==> src/rtl/i2c_target.sv <==
// I2C target with a byte-wide register-file port: address match, pointer load,
// burst writes and burst reads with auto-incrementing, wrapping pointer.
module i2c_target #(
    parameter int         ADDRWIDTH = 6,
    parameter logic [6:0] DEV_ADDR  = 7'h50
) (
    input  logic                 clk,
    input  logic                 reset,
    input  logic                 scl,
    input  logic                 sda_in,
    output logic                 sda_oe,
    output logic [ADDRWIDTH-1:0] reg_addr,
    output logic [7:0]           reg_wdata,
    output logic                 reg_we,
    input  logic [7:0]           reg_rdata,
    output logic                 busy
);

    // State names carry an ST_ prefix so ST_DEV_ADDR cannot collide with the DEV_ADDR parameter
    typedef enum logic [3:0] {
        ST_IDLE,
        ST_DEV_ADDR,
        ST_DEV_ACK,
        ST_REG_ADDR,
        ST_REG_ACK,
        ST_WRITE,
        ST_WRITE_ACK,
        ST_READ,
        ST_READ_ACK
    } state_t;

    state_t               state, state_n;
    logic                 scl_s1, scl_s2, scl_d;
    logic                 sda_s1, sda_s2, sda_d;
    logic                 scl_rise, scl_fall, start_det, stop_det;
    logic [3:0]           bit_cnt, bit_cnt_n;
    logic [7:0]           shift, shift_n, shift_in;
    logic                 rw, rw_n;
    logic                 sda_oe_n, reg_we_n, busy_n;
    logic [7:0]           reg_wdata_n;
    logic [ADDRWIDTH-1:0] reg_addr_n;

    always_ff @(posedge clk) begin
        if (reset) begin
            scl_s1 <= 1'b1;
            scl_s2 <= 1'b1;
            scl_d  <= 1'b1;
            sda_s1 <= 1'b1;
            sda_s2 <= 1'b1;
            sda_d  <= 1'b1;
        end else begin
            scl_s1 <= scl;
            scl_s2 <= scl_s1;
            scl_d  <= scl_s2;
            sda_s1 <= sda_in;
            sda_s2 <= sda_s1;
            sda_d  <= sda_s2;
        end
    end

    assign scl_rise  = scl_s2 & ~scl_d;
    assign scl_fall  = ~scl_s2 & scl_d;
    assign start_det = scl_s2 & scl_d & sda_d & ~sda_s2;
    assign stop_det  = scl_s2 & scl_d & ~sda_d & sda_s2;
    assign shift_in  = {shift[6:0], sda_s2};

    always_ff @(posedge clk) begin
        if (reset) begin
            state     <= ST_IDLE;
            bit_cnt   <= 4'd0;
            shift     <= 8'd0;
            rw        <= 1'b0;
            sda_oe    <= 1'b0;
            reg_we    <= 1'b0;
            reg_wdata <= 8'd0;
            reg_addr  <= '0;
            busy      <= 1'b0;
        end else begin
            state     <= state_n;
            bit_cnt   <= bit_cnt_n;
            shift     <= shift_n;
            rw        <= rw_n;
            sda_oe    <= sda_oe_n;
            reg_we    <= reg_we_n;
            reg_wdata <= reg_wdata_n;
            reg_addr  <= reg_addr_n;
            busy      <= busy_n;
        end
    end

    // In the ACK states bit_cnt is a phase flag: 0 = waiting for the fall that
    // starts driving ACK, 1 = waiting for the fall that ends it.
    always_comb begin
        state_n     = state;
        bit_cnt_n   = bit_cnt;
        shift_n     = shift;
        rw_n        = rw;
        sda_oe_n    = sda_oe;
        reg_we_n    = 1'b0;
        reg_wdata_n = reg_wdata;
        reg_addr_n  = reg_addr;
        busy_n      = busy;

        if (reg_we)
            reg_addr_n = reg_addr + ADDRWIDTH'(1);

        if (stop_det) begin
            state_n   = ST_IDLE;
            bit_cnt_n = 4'd0;
            sda_oe_n  = 1'b0;
            busy_n    = 1'b0;
        end else if (start_det) begin
            state_n   = ST_DEV_ADDR;
            bit_cnt_n = 4'd0;
            sda_oe_n  = 1'b0;
        end else begin
            case (state)
                ST_DEV_ADDR: begin
                    if (scl_rise) begin
                        shift_n   = shift_in;
                        bit_cnt_n = bit_cnt + 4'd1;
                        if (bit_cnt == 4'd7) begin
                            bit_cnt_n = 4'd0;
                            if (shift_in[7:1] == DEV_ADDR) begin
                                state_n = ST_DEV_ACK;
                                rw_n    = shift_in[0];
                                busy_n  = 1'b1;
                            end else begin
                                state_n = ST_IDLE;
                                busy_n  = 1'b0;
                            end
                        end
                    end
                end
                ST_DEV_ACK: begin
                    if (scl_fall) begin
                        if (bit_cnt == 4'd0) begin
                            sda_oe_n  = 1'b1;
                            bit_cnt_n = 4'd1;
                        end else begin
                            bit_cnt_n = 4'd0;
                            if (rw) begin
                                state_n  = ST_READ;
                                shift_n  = reg_rdata;
                                sda_oe_n = ~reg_rdata[7];
                            end else begin
                                state_n  = ST_REG_ADDR;
                                sda_oe_n = 1'b0;
                            end
                        end
                    end
                end
                ST_REG_ADDR: begin
                    if (scl_rise) begin
                        shift_n   = shift_in;
                        bit_cnt_n = bit_cnt + 4'd1;
                        if (bit_cnt == 4'd7) begin
                            bit_cnt_n  = 4'd0;
                            reg_addr_n = shift_in[ADDRWIDTH-1:0];
                            state_n    = ST_REG_ACK;
                        end
                    end
                end
                ST_REG_ACK: begin
                    if (scl_fall) begin
                        if (bit_cnt == 4'd0) begin
                            sda_oe_n  = 1'b1;
                            bit_cnt_n = 4'd1;
                        end else begin
                            sda_oe_n  = 1'b0;
                            bit_cnt_n = 4'd0;
                            state_n   = ST_WRITE;
                        end
                    end
                end
                ST_WRITE: begin
                    if (scl_rise && bit_cnt < 4'd8) begin
                        shift_n   = shift_in;
                        bit_cnt_n = bit_cnt + 4'd1;
                    end else if (scl_fall && bit_cnt == 4'd8) begin
                        reg_we_n    = 1'b1;
                        reg_wdata_n = shift;
                        sda_oe_n    = 1'b1;
                        bit_cnt_n   = 4'd0;
                        state_n     = ST_WRITE_ACK;
                    end
                end
                ST_WRITE_ACK: begin
                    if (scl_fall) begin
                        sda_oe_n = 1'b0;
                        state_n  = ST_WRITE;
                    end
                end
                ST_READ: begin
                    if (scl_rise && bit_cnt < 4'd8) begin
                        bit_cnt_n = bit_cnt + 4'd1;
                    end else if (scl_fall && bit_cnt == 4'd8) begin
                        sda_oe_n   = 1'b0;
                        bit_cnt_n  = 4'd0;
                        reg_addr_n = reg_addr + ADDRWIDTH'(1);
                        state_n    = ST_READ_ACK;
                    end else if (scl_fall && bit_cnt != 4'd0) begin
                        shift_n  = {shift[6:0], 1'b0};
                        sda_oe_n = ~shift[6];
                    end
                end
                ST_READ_ACK: begin
                    if (scl_rise) begin
                        if (sda_s2) begin
                            state_n = ST_IDLE;
                            busy_n  = 1'b0;
                        end else begin
                            bit_cnt_n = 4'd1;
                        end
                    end else if (scl_fall && bit_cnt == 4'd1) begin
                        bit_cnt_n = 4'd0;
                        shift_n   = reg_rdata;
                        sda_oe_n  = ~reg_rdata[7];
                        state_n   = ST_READ;
                    end
                end
                default: ;
            endcase
        end
    end

endmodule

==> config.mk <==
export PLATFORM = sky130hd
export DESIGN_NAME = i2c_target
export DESIGN_NICKNAME = d
export VERILOG_FILES = /design/src/rtl/i2c_target.sv
export SDC_FILE = /design/constraint.sdc
export NUM_CORES = 1
export LEC_CHECK = 0
export CORE_ASPECT_RATIO = 0.5
export CORE_MARGIN = 5
export CORE_UTILIZATION = 45
export CTS_CLUSTER_SIZE = 30
export DETAILED_ROUTE_END_ITERATION = 8
export PLACE_DENSITY = 0.75
export SLEW_MARGIN = 20
export SYNTH_ARGS = -nofsm -noshare
export SYNTH_HDL_FRONTEND = slang
export SYNTH_SLANG_ARGS = --single-unit
==> constraint.sdc <==
create_clock -name clk -period 1.8 [get_ports clk]
set_input_delay 0.18 -clock clk [delete_from_list [all_inputs] [get_ports clk]]
set_output_delay 0.18 -clock clk [all_outputs]
set_load 0.05 [all_outputs]
=== After elaboration in Yosys (flattened, before gate mapping) ===
Cells that the tools add are included.

* Register bits: 40
* Logic and storage cells: 187
* Input bits: 12

* Reductions and logical operators: 26
* Mux-type cells: 70
* Equality and inequality tests: 55
* Add/sub/neg operators: 2
* Bitwise gates (word level): 17
* Order comparisons: 1

{| class="wikitable"
|+ Operators by type and width
! operator !! number
|-
| 2-to-1 mux 4 bit || 24
|-
| 2-to-1 mux 8 bit || 10
|-
| != test 3 bit (second input constant) || 17
|-
| 2-to-1 mux 6 bit || 7
|-
| != test 2 bit (second input constant) || 21
|-
| one-hot mux 8 bit (5 select lines) || 1
|-
| one-hot mux 4 bit (8 select lines) || 1
|-
| AND reduction 16 bit || 2
|-
| 2-to-1 mux 1 bit || 21
|-
| == test 4 x 3 -> 1 bit (second input constant) || 5
|-
| AND reduction 6 bit || 3
|-
| one-hot mux 4 bit (4 select lines) || 1
|-
| AND reduction 13 bit || 1
|-
| one-hot mux 6 bit (2 select lines) || 1
|-
| inverter 1 bit || 10
|-
| AND reduction 10 bit || 1
|-
| nonzero test 9 bit || 1
|-
| == test 4 x 1 -> 1 bit (second input constant) || 2
|-
| == test 4 x 2 -> 1 bit (second input constant) || 2
|-
| == test 4 bit (second input constant) || 2
|-
| != test 4 bit (second input constant) || 2
|-
| nonzero test 4 bit || 2
|-
| nonzero test 8 bit || 1
|-
| OR reduction 2 bit || 4
|-
| other kinds (19) || 29
|}

=== Longest topological paths before layout ===
Gate-level depths: netlist of run 1.

* Depth after elaboration: 8
* Gate-level depth with buffers: 8

=== Least setup slack after synthesis of run 1 ===
No wires, ideal clock.

* Path type: register to register
* From: register bit_cnt[0]
* To: register shift[1]
* Setup time: 0.129 ns
* Stages on the path, launching flop included: 9
* Arrival: 1.863 ns
* Path buffers: 0
* Setup slack: -0.192 ns
* Data required time: 1.671 ns
* Cell sequence: dfxtp_1 inv_1 ha_1 or3b_4 a2111oi_4 a2111oi_4 nand4_4 mux2i_1 nor2_1

* Longest elaborated chain between the ends: 4
* Elaborated cells on any way between the ends: 16

{| class="wikitable"
|+ RTL lines
! what !! RTL line !! RTL
|-
| start: declaration || 36 || <nowiki>logic [3:0] bit_cnt, bit_cnt_n;</nowiki>
|-
| start signal: assignment || 80 || <nowiki>bit_cnt <= bit_cnt_n;</nowiki>
|-
| < comparator 4 bit, or another cell as far along || 177, 195 ||
|-
| logical AND 1 bit (on tied branches) || - ||
|-
| != test 2 bit (no source line) || - ||
|-
| AND reduction 13 bit (no source line) * || - ||
|-
| end signal: assignment || 81 || <nowiki>shift <= shift_n;</nowiki>
|-
| end: declaration || 37 || <nowiki>logic [7:0] shift, shift_n, shift_in;</nowiki>
|}

Mark *: on every way between the ends. The rest lies on a longest branch, timed or not.
A chain may end at the register's enable or synchronous reset.

=== Worst setup path after layout of run 1 ===
* From: register bit_cnt[1]
* To: register shift[7]

The elaborated chain is that of the path after synthesis.

==> results of run 1 <==
[repair_timing]
| action | in CTS | in global routing |
|---|---|---|
| hold buffers | 0 | 0 |
| gates resized for setup | 23 | 50 |
| pin swaps | 8 | 24 |
| gates cloned | 0 | 1 |
| setup endpoints to repair | 32 | 32 |
| buffers inserted | 3 | 12 |
[placed cells by master, fill, tap and decap left out, drive strengths merged, types with 4 or more instances in the layout]
cell,Yosys,final
buf,12,87
dfxtp,40,40
nand2,37,37
nor2,36,36
clkdlybuf4s50,0,23
mux2i,20,20
o21ai,17,17
a21oi,16,16
nand3,12,12
nand2b,11,11
or2,7,7
nand4,7,7
clkbuf,11,7
a22oi,7,7
xnor2,5,5
o22ai,5,5
nor2b,5,5
inv,5,5
o32ai,4,4
and3,4,4
nor3,4,4
ha,4,4
[registers in the layout, summed over array words and instances, names as in the netlist]
signal     count
sda_oe         1
reg_addr       6
sda_d          1
scl_s2         1
bit_cnt        4
state          4
shift          8
reg_wdata      8
scl_d          1
busy           1
scl_s1         1
reg_we         1
rw             1
sda_s2         1
sda_s1         1
[cell type report]
class                           instances  area (um^2)
Inverter                                5         18.8
Multi-Input combinational cell        256         1880
Fill cell                             424         1600
Sequential cell                        40          817
Tap cell                               73         91.3
Clock buffer                            6          139
Timing Repair Buffer                  112          975
Clock inverter                          2         38.8
[per-stage QoR]
step                std cells  worst slack, ns  area (um^2)  power (mW)  hold slack, ns
global route              494           -0.289         3960        2.38           0.441
finish                    494           -0.202         3960        2.30           0.412
global placement          471           -0.218         3410        1.19           0.391
CTS                       482           -0.172         3680        2.27           0.414
detailed placement        471           -0.232         3410        1.20           0.399
floorplan                 324          -0.0359         2630        1.08           0.284
[worst max-delay path by stage]
| stage | startpoint | endpoint | slack [ns] | depth (start not counted) |
|---|---|---|---|---|
| 3_3_place_gp | bit_cnt[1] | state[1] | -0.22 | 9 |
| 6_report | bit_cnt[1] | shift[7] | -0.20 | 9 |
| 4_1_cts | bit_cnt[1] | shift[1] | -0.17 | 9 |
| 3_5_place_dp | state[0] | reg_wdata[1] | -0.23 | 9 |
| 2_1_floorplan | bit_cnt[1] | shift[1] | -0.04 | 8 |
| 5_1_grt | bit_cnt[1] | shift[7] | -0.29 | 9 |
[layer usage]
layer,track usage (%),wire length (um)
met5,0,0
met4,9.87,322
met3,4.49,775
met2,39.4,4430
met1,30.5,4050
[cells by family after synthesis]
kind of cell / Yosys count
and+or+nand+nor: 141
DFF: 40
xor gates and xnor gates: 7
AOI/OAI and AO/OA: 84
adders and majority gates: 4
buffers and inverters: 28
muxes: 20
[critical path, delay by kind of cell, from the launching register on]
| kind | cells | cell delay (ns) |
|---|---|---|
| compound gates | 2 | 0.42 |
| buf+inv | 2 | 0.21 |
| fa+ha+maj | 1 | 0.15 |
| mux | 1 | 0.21 |
| simple gates | 3 | 0.58 |
| flops | 1 | 0.32 |
[where the power goes]
| group | switching [mW] | total (mW) | internal, mW | leakage (nW) |
|---|---|---|---|---|
| registers | 0.0249 | 0.927 | 0.902 | 0.328 |
| clock network | 0.383 | 1.08 | 0.695 | 0.0871 |
| logic | 0.144 | 0.299 | 0.155 | 1.27 |
==> out/qor.yml, run 1 <==
status: "finished with violations"
violations: "negative setup slack"
cts_root_buf: "clkbuf_16"
critPathCaptureType: "flop"
fin_setup_tns_ns: -2.23
clock_latency_ns: 0.29
r2r_end: "shift[7]"
cp_slowest_cell: "or3b_4"
placementRows: 19
synth-seq-cells: 40
synth_area_per_cell_um2: 8.06
hp-class: "flop to flop"
finalWorstSetupSlack_ns: -0.202
min_from: "sda_s1"
path_clk_slew_ns: 0.06
fin_crit_ns: 2.00
synth_adder_area_share_pct: 1.92
fin_crit_sh_pct: 111
cts.sink_count: 40
cp-start-kind: "flop"
antenna_cells: 0
ys_top_cells_by_count: "dfxtp_1 (40), nand2_1 (37), nor2_1 (36), mux2i_1 (20)"
first_iter_violations: 278
relSlewSlack_pct: 65.6
synth_top_area_share_pct: 30.7
grt_pass1_wl_mm: 14.5
routed_via_density: 6.02
pin_count: 29
die_h_um: 63.9
synth_top_family_by_area: "simple AND/OR/NAND/NOR gates"
synth_compound_area_share_pct: 23.7
yosys-top-cells-area: "dfxtp_1 (31%), mux2i_1 (7.7%), nand2_1 (5.3%)"
drt_wl_total_mm: 9.57
r2r_cells: 9
synth_cell_types: 65
synth_area_um2: 2610
cp_max_fo: 7
antenna_found_initial: 0
r2r_start: "bit_cnt[1]"
synth_edf_count: 0
ir_drop_mv: 0.561
htreeDepth: 2
worst_pin_slew_ns: 0.514
ctsLongestPathBuffers: 2
num_vias: 2976
worstSetupPathType: "flop to flop"
whs_endpoint: "sda_s2"
place_congestion: 1.05
initial_utilization_pct: 46.9
synth-xor-area-share_pct: 2.35
ys_warn_count: 0
portBuffers: 28
cts_buffers: 5
p_per_area_nw_per_um2: 582
synth_flop_cell: "dfxtp_1"
critPathArrivalTime_ns: 2.18
fin_util_pct: 71.2
synth_top_cell_by_area: "dfxtp_1"
netlist_instances: 324
overflow: 0
hpwlAfterDp_mm: 6.65
seq_area_frac_synth_pct: 30.7
hold_viol: 0
r2r_slack_ns: -0.20
drc: 0
cp.required_ns: 1.98
leakage_nw: 1.68
rsz0062_at_grt: "true"
synth.most_common_cell: "dfxtp_1"
grt_usage_pct: 23.7
synthMuxAreaShare_pct: 7.67
holdPathStages: 1
drive_above_1_share_pct: 38.2
grt_pass1_vias: 2807
drt-pass1-iter-count: 5
timing.critical_path.mode_cell: "a2111oi_4"
crit_chain: "inv_2 > ha_4 > or3b_4 > a2111oi_4 > a2111oi_4 > nand4_4 > buf_12 > mux2i_1 > nor2_1"
yosys.area_share.simple_pct: 28.5
postSynth.asyncResetShare_pct: 0
cts_tree: "done"
grt_max_degree: 22
die_w_um: 118
nets: 436
fmax_ghz: 0.500
dieArea_um2: 7520
routedWlPerCell_um: 19.4
syn_to_final_growth_pct: 51.7
maxSlewViolCount: 0
core_area_um2: 5560
drv_cap: 0
setup_violations: 20
max_stage_delay_ns: 0.40
synth.net_count: 340
ant_nets: 0
fin_worst_skew_ns: 0.00812
(Power assumes the default switching activity.)
==> run 2, diff against run 1 <==
--- a/config.mk
+++ b/config.mk
@@ -10,7 +10,7 @@
 export CORE_UTILIZATION = 45
 export CTS_CLUSTER_SIZE = 30
 export DETAILED_ROUTE_END_ITERATION = 8
-export PLACE_DENSITY = 0.75
+export PLACE_DENSITY = 0.72
 export SLEW_MARGIN = 20
 export SYNTH_ARGS = -nofsm -noshare
 export SYNTH_HDL_FRONTEND = slang
==> constraint.sdc (replaced) <==
create_clock -name clk -period 2 [get_ports clk]
set_input_delay 0.2 -clock clk [delete_from_list [all_inputs] [get_ports clk]]
set_output_delay 0.2 -clock clk [all_outputs]
set_load 0.05 [all_outputs]
==> run 2 against run 1 <==
Compared with the run above:
- the flow still finishes with violations (negative setup slack)
- clock-buffer cell count unchanged
- critical path depth unchanged
- worst hold slack got worse by 0.0039 ns
- clock skew increased by 0.0031 ns
- fmax decreased by 2.6%
- first-iteration DRC count decreased by 17%
- critical endpoint is now shift[6]
- largest power group unchanged
- highest routed layer unchanged
==> out/qor.yml, run 2 (same netlist as run 1, synthesis figures left out) <==
status: "finished with violations"
violations: "negative setup slack"
first_iter_violations: 231
initial_utilization_pct: 46.9
setup_violations: 7
num_vias: 2743
grt_pass1_wl_mm: 13.4
finalWorstSetupSlack_ns: -0.0545
ant_nets: 0
fin_util_pct: 62.6
ctsLongestPathBuffers: 2
swShare_pct: 23.1
cp.required_ns: 2.17
p_seq_share_pct: 41.3
routed_via_density: 5.99
routedWlPerCell_um: 17.7
place_inst: 446
htreeDepth: 2
die_h_um: 63.9
drive_above_1_share_pct: 23.6
cp_max_fo: 6
placementRows: 19
grt_pass1_vias: 2661
antenna_found_initial: 0
hold_buffers: 0
cts_buffers: 5
fmax_ghz: 0.487
finalPower_mw: 2.02
place_congestion: 0.923
die_w_um: 118
seqCellArea_um2: 806
p_per_area_nw_per_um2: 580
crit_buf_inv: 2
p_comb_share_pct: 11.4
internal_power_mw: 1.55
hpwlAfterDp_mm: 6.13
grt_max_degree: 24
worstSetupPathType: "flop to flop"
timing.hold.ws_ns: 0.409
antenna_cells: 0
grt_usage_pct: 21.3
fill_cells: 480
pin_count: 29
final_common_cell: "buf_4"
path_clk_slew_ns: 0.06
final_cell_mix: "buf_4 (46), nor2_1 (36), nand2_1 (36), dfxtp_1 (36), clkdlybuf4s50_1 (28)"
relSlewSlack_pct: 61.4
crit_family: "simple AND/OR/NAND/NOR gates"
leakage_nw: 1.43
dieArea_um2: 7520
cts_tree: "done"
critPathCaptureType: "flop"
maxSlewViolCount: 0
hold_viol: 0
worst_pin_slew_ns: 0.564
ir_drop_mv: 0.476
cp_slowest_cell: "or3b_4"
drt-pass1-iter-count: 5
cts.sink_count: 40
crit_chain: "inv_2 > ha_4 > or3b_4 > a2111oi_4 > a2111oi_4 > nand4_4 > buf_12 > mux2i_1 > nor2_1"
clock_latency_ns: 0.29
rsz0062_at_grt: "true"
portBuffers: 28
reg_top3: "reg_wdata x8, shift x8, reg_addr x6"
cp-start-kind: "flop"
drc: 0
max_stage_delay_ns: 0.40
critPathArrivalTime_ns: 2.22
drv_cap: 0
timing.critical_path.mode_cell: "a2111oi_4"
overflow: 0
power.share.clock_pct: 47.4
p_sw_uw: 467
nets: 400
cts_root_buf: "clkbuf_16"
fin_worst_skew_ns: 0.0112
drt_wl_total_mm: 8.09
stdcell_count: 458
syn_to_final_growth_pct: 33.3
fin_crit_sh_pct: 103
core_area_um2: 5560
hp-class: "flop to flop"
fin_crit_ns: 2.05
multiInputGateArea_um2: 1720
-- run 2: power groups by stage --
stage / combinational [mW] / clock (mW) / sequential (mW)
after global placement: 0.205 / 0 / 0.851
after floorplan: 0.124 / 0 / 0.845
final: 0.229 / 0.956 / 0.833
after global routing: 0.244 / 1.01 / 0.835
after CTS: 0.221 / 0.971 / 0.833
after detailed placement: 0.211 / 0 / 0.850
-- run 2: final timing paths --
path,start,to,slack (ns),cells after the start
setup / recovery,bit_cnt[1],shift[6],-0.05,9
hold reg to reg,sda_s1,sda_s2,0.41,1
setup reg to reg,bit_cnt[1],shift[6],-0.05,9
hold / removal,sda_s1,sda_s2,0.41,1
-- run 2: routing by layer --
layer	part of all wire [%]	GRT usage (%)	vias to the layer above
li1	-	-	1306
met1	45	28.3	1292
met2	45	34.6	129
met3	8.5	4.76	16
met4	1.8	7.30	0
met5	0	0	-
-- run 2: cell type report --
type / count / area share [%]
Clock buffer: 6 / 3.99
Clock inverter: 2 / 1.11
Tap cell: 73 / 2.62
Timing Repair Buffer: 76 / 19.1
Multi-Input combinational cell: 256 / 49.4
Sequential cell: 40 / 23.2
Inverter: 5 / 0.539
-- run 2: repair_timing --
item | CTS | global route
setup buffers | 2 | 2
endpoints found under the setup margin | 13 | 21
gates resized for setup | 9 | 9
pin swaps | 5 | 6
-- run 2: through the flow --
| stage | worst slack (ns) | instance area [um^2] | TNS [ns] |
|---|---|---|---|
| floorplan | 0.00798 | 2610 | 0 |
| global placement | -0.0695 | 3220 | -0.408 |
| CTS | -0.0482 | 3440 | -0.198 |
| finish | -0.0545 | 3480 | -0.255 |
| detailed placement | -0.181 | 3220 | -1.31 |
| global route | -0.137 | 3480 | -1.31 |
==> run 3, diff against run 2 <==
--- a/config.mk
+++ b/config.mk
@@ -10,7 +10,8 @@
 export CORE_UTILIZATION = 45
 export CTS_CLUSTER_SIZE = 30
 export DETAILED_ROUTE_END_ITERATION = 8
-export PLACE_DENSITY = 0.72
+export DONT_BUFFER_PORTS = 1
+export PLACE_DENSITY = 0.66
 export SLEW_MARGIN = 20
 export SYNTH_ARGS = -nofsm -noshare
 export SYNTH_HDL_FRONTEND = slang
==> run 3 against run 2 <==
Compared with the run above:
- die area unchanged
- clock skew shrank 0.0071 ns
- first-iteration DRC count shrank 26%
- setup slack better by 0.063 ns
- sequential power is essentially flat
- worst hold slack got worse by 0.43 ns
- non-clock buffer count decreased by 10
- critical path depth stayed put
- global-route usage down 0.068 points
- the run ends with negative hold slack left
==> out/qor.yml, run 3 (same netlist as run 1, synthesis figures left out) <==
fin_crit_ns: 1.99
worstSetupPathType: "flop to flop"
cts_buffers: 5
drt_wl_total_mm: 7.95
p_per_area_nw_per_um2: 585
initial_utilization_pct: 46.9
ant_nets: 0
die_w_um: 118
relSlewSlack_pct: 63.7
overflow: 0
busiest_layer: "met2"
num_vias: 2628
critPathArrivalTime_ns: 2.17
final_cell_mix: "buf_4 (63), nand2_1 (36), nor2_1 (35), dfxtp_1 (35), mux2i_1 (20)"
finalPower_mw: 1.97
maxSlewViolCount: 0
fill_cells: 499
hpwlAfterDp_mm: 5.97
cts_root_buf: "clkbuf_16"
drc: 0
clock_latency_ns: 0.29
antenna_found_initial: 0
place_inst: 433
antenna_cells: 0
worst_pin_slew_ns: 0.544
drv_cap: 0
setup_violations: 0
violations: "negative hold slack"
path_clk_slew_ns: 0.06
reg_top3: "reg_wdata x8, shift x8, reg_addr x6"
routedWlPerCell_um: 17.7
grt_util_met3_pct: 4.49
cp.required_ns: 2.18
grt_usage_pct: 21.3
grt_max_degree: 32
stdcell_count: 448
fin_worst_skew_ns: 0.00410
grtUsageMet2_pct: 32.0
first_iter_violations: 171
ir_drop_mv: 0.477
grt_pass1_vias: 2532
cp_max_fo: 6
drive_above_1_share_pct: 31.7
rsz0062_at_grt: "true"
grt_pass1_wl_mm: 13.1
cts_tree: "done"
routed_via_density: 5.87
fin_crit_sh_pct: 99.6
cts.sink_count: 40
drt-pass1-iter-count: 4
place_congestion: 0.912
htreeDepth: 2
syn_to_final_growth_pct: 29.0
critPathCaptureType: "flop"
pin_count: 29
core_area_um2: 5560
leakage_nw: 1.43
hold_viol: 20
cp-start-kind: "flop"
status: "finished with violations"
fin_setup_tns_ns: 0
final_common_cell: "buf_4"
nets: 390
portBuffers: 0
die_h_um: 63.9
placementRows: 19
fin_util_pct: 60.5
fmax_ghz: 0.502
dieArea_um2: 7520
ctsLongestPathBuffers: 2
timing.hold.ws_ns: -0.0199
hp-class: "primary input to flop"
grtUsageMet1_pct: 30.3
==> run 3: changes by cell type in the layout (fill, tap and decap cells not counted), moves of 2 or more <==
cell,delta
a21oi_1,-2
buf_12,-2
buf_4,+17
buf_6,+3
clkdlybuf4s50_1,-28
o21ai_0,-4
o21ai_1,+4
==> run 3: area by class of cell <==
type,count,area (um^2),area share [%]
Clock inverter,3,47.5,1.41
Timing Repair Buffer,66,507,15.1
Inverter,5,18.8,0.558
Sequential cell,40,810,24.1
Multi-Input combinational cell,256,1770,52.5
Tap cell,73,91.3,2.71
Clock buffer,5,125,3.72
==> run 3: worst paths after layout <==
| check | from | endpoint | slack, ns | cells after the start |
|---|---|---|---|---|
| worst max-delay path | bit_cnt[0] | shift[3] | 0.008 | 9 |
| worst max register to register | bit_cnt[0] | shift[3] | 0.008 | 9 |
| worst min-delay path | reset | shift[7] | -0.02 | 1 |
| worst min register to register | scl_s1 | scl_s2 | 0.41 | 1 |
==> run 3: through the flow <==
stage | setup slack (ns) | hold WS, ns | area (um^2)
after floorplan | 0.00798 | 0.304 | 2610
after global routing | -0.0674 | -0.0298 | 3370
after global placement | -0.112 | 0.277 | 3030
after CTS | 0.00303 | -0.0232 | 3240
final | 0.00834 | -0.0199 | 3370
after detailed placement | -0.178 | 0.279 | 3030
==> run 3: routing by layer <==
layer,up-vias,wire length (um)
met5,-,0
met4,0,129
met3,10,479
met2,86,3500
met1,1242,3840
li1,1290,-
==> run 3: critical path: stages (launching register included) <==
cell and delay, ns:
dfxtp_2 0.33, inv_2 0.07, ha_4 0.12, or3b_4 0.39, a2111oi_4 0.37, a2111oi_4 0.07
nand4_4 0.15, buf_6 0.15, mux2i_1 0.18, nor2_1 0.05
==> run 3: repair_timing <==
item | in CTS | in global routing
endpoints found under the hold margin | 20 | 20
gates resized for setup | 9 | 30
setup endpoints to repair | 15 | 20
pin swaps | 5 | 7
buffers inserted | 3 | 4
==> run 3: report_power, final <==
group	total [mW]	switching [mW]	internal, mW
Clock	0.942	0.349	0.593
Sequential	0.834	0.0216	0.813
Combinational	0.194	0.101	0.0929
Total	1.97	0.471	1.50
==> edit: new RTL, config.mk and constraints of run 2 <==
`shift`, `reg_wdata` and `reg_addr` no longer have a reset.
--- a/src/rtl/i2c_target.sv
+++ b/src/rtl/i2c_target.sv
@@ -69,22 +69,22 @@
             state     <= ST_IDLE;
             bit_cnt   <= 4'd0;
-            shift     <= 8'd0;
             rw        <= 1'b0;
             sda_oe    <= 1'b0;
             reg_we    <= 1'b0;
-            reg_wdata <= 8'd0;
-            reg_addr  <= '0;
             busy      <= 1'b0;
         end else begin
             state     <= state_n;
             bit_cnt   <= bit_cnt_n;
-            shift     <= shift_n;
             rw        <= rw_n;
             sda_oe    <= sda_oe_n;
             reg_we    <= reg_we_n;
-            reg_wdata <= reg_wdata_n;
-            reg_addr  <= reg_addr_n;
             busy      <= busy_n;
         end
+    end
+
+    always_ff @(posedge clk) begin
+        shift     <= shift_n;
+        reg_wdata <= reg_wdata_n;
+        reg_addr  <= reg_addr_n;
     end
 
Formal check against the unedited RTL: no difference found for any inputs over 4 cycles, from zero or initial values and one cycle with reset high; that may be too few to reach the edited logic, so the function may still have changed.
==> edit against run 2 <==
The flow still finishes with violations (setup timing); worst setup slack worse by 150 ps; synthesized area down 8.1%; via count down 3.8%; wire length up 6.0%; non-clock buffer count up 38; sequential cell count unchanged; design area up 5.2%.
Power is not compared: it rests on default switching activity, and its combinational part moved more than twofold at a synthesized area within 25%.
==> edit: results (changes against run 2) <==
Critical path
The slowest stage of the critical path is the a2111o_1 cell. The dominant delay contributor by cell family on the critical path is simple AND/OR/NAND/NOR gates. The maximum single-stage delay on the critical path is 440 ps (+40 ps). The data arrival time of the critical path is 2390 ps (+170 ps). The cell count of the worst reg-to-reg path is 8 (-1).

The top fanout value on the critical path is 3 (-3).

Clock network
The clock-pin slew on the worst setup and hold paths is 90 ps (+30 ps). The number of buffers created by CTS came to 5 (unchanged). The maximum level of the CTS H-tree is 2 (unchanged). The tree is rooted in a clkbuf_8. The source-to-sink clock delay at the later pin of the worst-skew pair is 300 ps.

Drt
The count of vias placed by the detailed router was 2638 (-3.8%). The number of violations reported at the end of detailed-routing iteration 0 was 183 (-21%). The first-pass detailed-route iteration total is 4 (-1). The detailed-route wire length is 8.58 mm (+6.0%).

Synth
The number of nets in the synthesized netlist came to 295 (-13%). The average footprint of a synthesized cell was 8.60 sq um (+6.8%). The share of flip-flops with an asynchronous set or reset after synthesis is 0 (unchanged). The distinct cell type count of the synthesized netlist came to 62 (-4.6%). The total of warnings raised by yosys is 0 (unchanged).

The sequential element share of the synthesized area is 0.400 (+0.0936). The number of synthesized flops with an enable pin is 16 (+16). By area the synthesized netlist is led by dfxtp_1 20%, edfxtp_1 20%, nand2_1 5.8%. Sorting the synthesized cells by how often they occur yields 37 x nand2_1, 24 x dfxtp_1, 20 x nor2_1. The most used flip-flop cell after synthesis is dfxtp_1.

Timing
The worst-case setup margin in the final layout was -208 ps (-153 ps). The count of final setup violators is 19 (+12). The worst clock skew is 10.1 ps (-1.06 ps). The transition at the pin with the smallest max-transition slack is 734 ps (+170 ps). The final sum of negative setup slack is -2530 ps (-2280 ps).

Placement
The placed cell area was 3280 sq um (+1.7%). The number of placed instances, taps included is 437 (-2.0%). The number of port buffers came to 28 (unchanged). The setup slack at placement came to -217 ps (-35.8 ps). The half-perimeter wire length after placement is 6.27 mm (+2.4%). The weighted congestion reported at the end of routability-driven placement is 0.937 (+1.5%).

Final layout
In the final layout, the registers with the most flip-flops are reg_wdata (8), shift (8), reg_addr (6). The final instance count without filler cells is 455 (-0.66%). The antenna diode instance count came to 0 (unchanged).

The fraction of layout instances using a drive strength above 1 is 0.377 (+0.140).

Global route
The maximum number of pins on one net before global-route repair was 15 (-38%). The total routing usage reported by global routing came to 0.252 (+0.0389). The global-route wire length before repair is 13.4 mm (+0.10%).

Worst hold path
The min-delay analysis places its worst path in the category reg2reg. The number of cells traversed by the worst hold path came to 1 (unchanged).

Pwr
Across the VDD grid, the largest voltage drop is 0.555 mV. The internal power of the cells is 2.09 mW. The leakage power is 1.47 nW.

Status
The flow ran to the end, but the final reports show violations. The checks that failed: setup timing.
## edit: cell types whose count changed in the layout (fill, tap and decap cells not counted), moves of 7 or more
cell and change:
a21oi_1 -7, buf_4 +33, dfxtp_1 -17, edfxtp_1 +16
mux2i_1 -17, nor2_1 -16, o21ai_1 +9
## edit: power by group through the flow
stage	sequential, mW	clock (mW)	combinational, mW
2_1_floorplan	0.972	0	0.724
3_3_place_gp	0.985	0	1.30
3_5_place_dp	0.983	0	1.31
4_1_cts	0.967	0.672	1.42
5_1_grt	0.983	0.703	1.74
6_report	0.975	0.669	1.62
## edit: worst paths after layout
check	startpoint	end	slack, ps
min	sda_s1	sda_s2	430
max reg2reg	bit_cnt[0]	reg_addr[5]	-210
max	bit_cnt[0]	reg_addr[5]	-210
min reg2reg	sda_s1	sda_s2	430
## edit: repair_timing
action,4_1_cts,5_1_grt
hold endpoints to repair,0,0
buffers inserted,6,6
resized for setup,23,29
hold buffers,0,0
pin swaps,6,13
endpoints found under the setup margin,22,23
## edit: worst register-to-register path: cells and delay by family (launching register included)
family,cells,cell delay [ps]
buffers and inverters,1,110
adders and majority gates,1,120
AOI/OAI and AO/OA,2,680
DFF,1,360
and+or+nand+nor,4,840
## edit: per-layer routing
layer | up-vias | part of all wire | GRT usage
li1 | 1233 | - | -
met2 | 134 | 0.45 | 0.434
met3 | 21 | 0.087 | 0.0442
met5 | - | 0 | 0
met4 | 0 | 0.021 | 0.0839
met1 | 1250 | 0.44 | 0.331
## edit: kinds of logic after synthesis
logic type | share of synthesized area
compound gates | 0.205
xor+xnor | 0.0146
fa+ha+maj | 0.0209
buf+inv | 0.0511
flops | 0.400
mux | 0.0125
simple gates | 0.295
## edit: area by class of cell
class | count | area [sq um]
Timing Repair Buffer | 114 | 961
Tap cell | 70 | 87.6
Fill cell | 398 | 1380
Multi-Input combinational cell | 215 | 1500
Sequential cell | 40 | 967
Clock inverter | 3 | 42.5
Clock buffer | 5 | 68.8
Inverter | 8 | 30.0
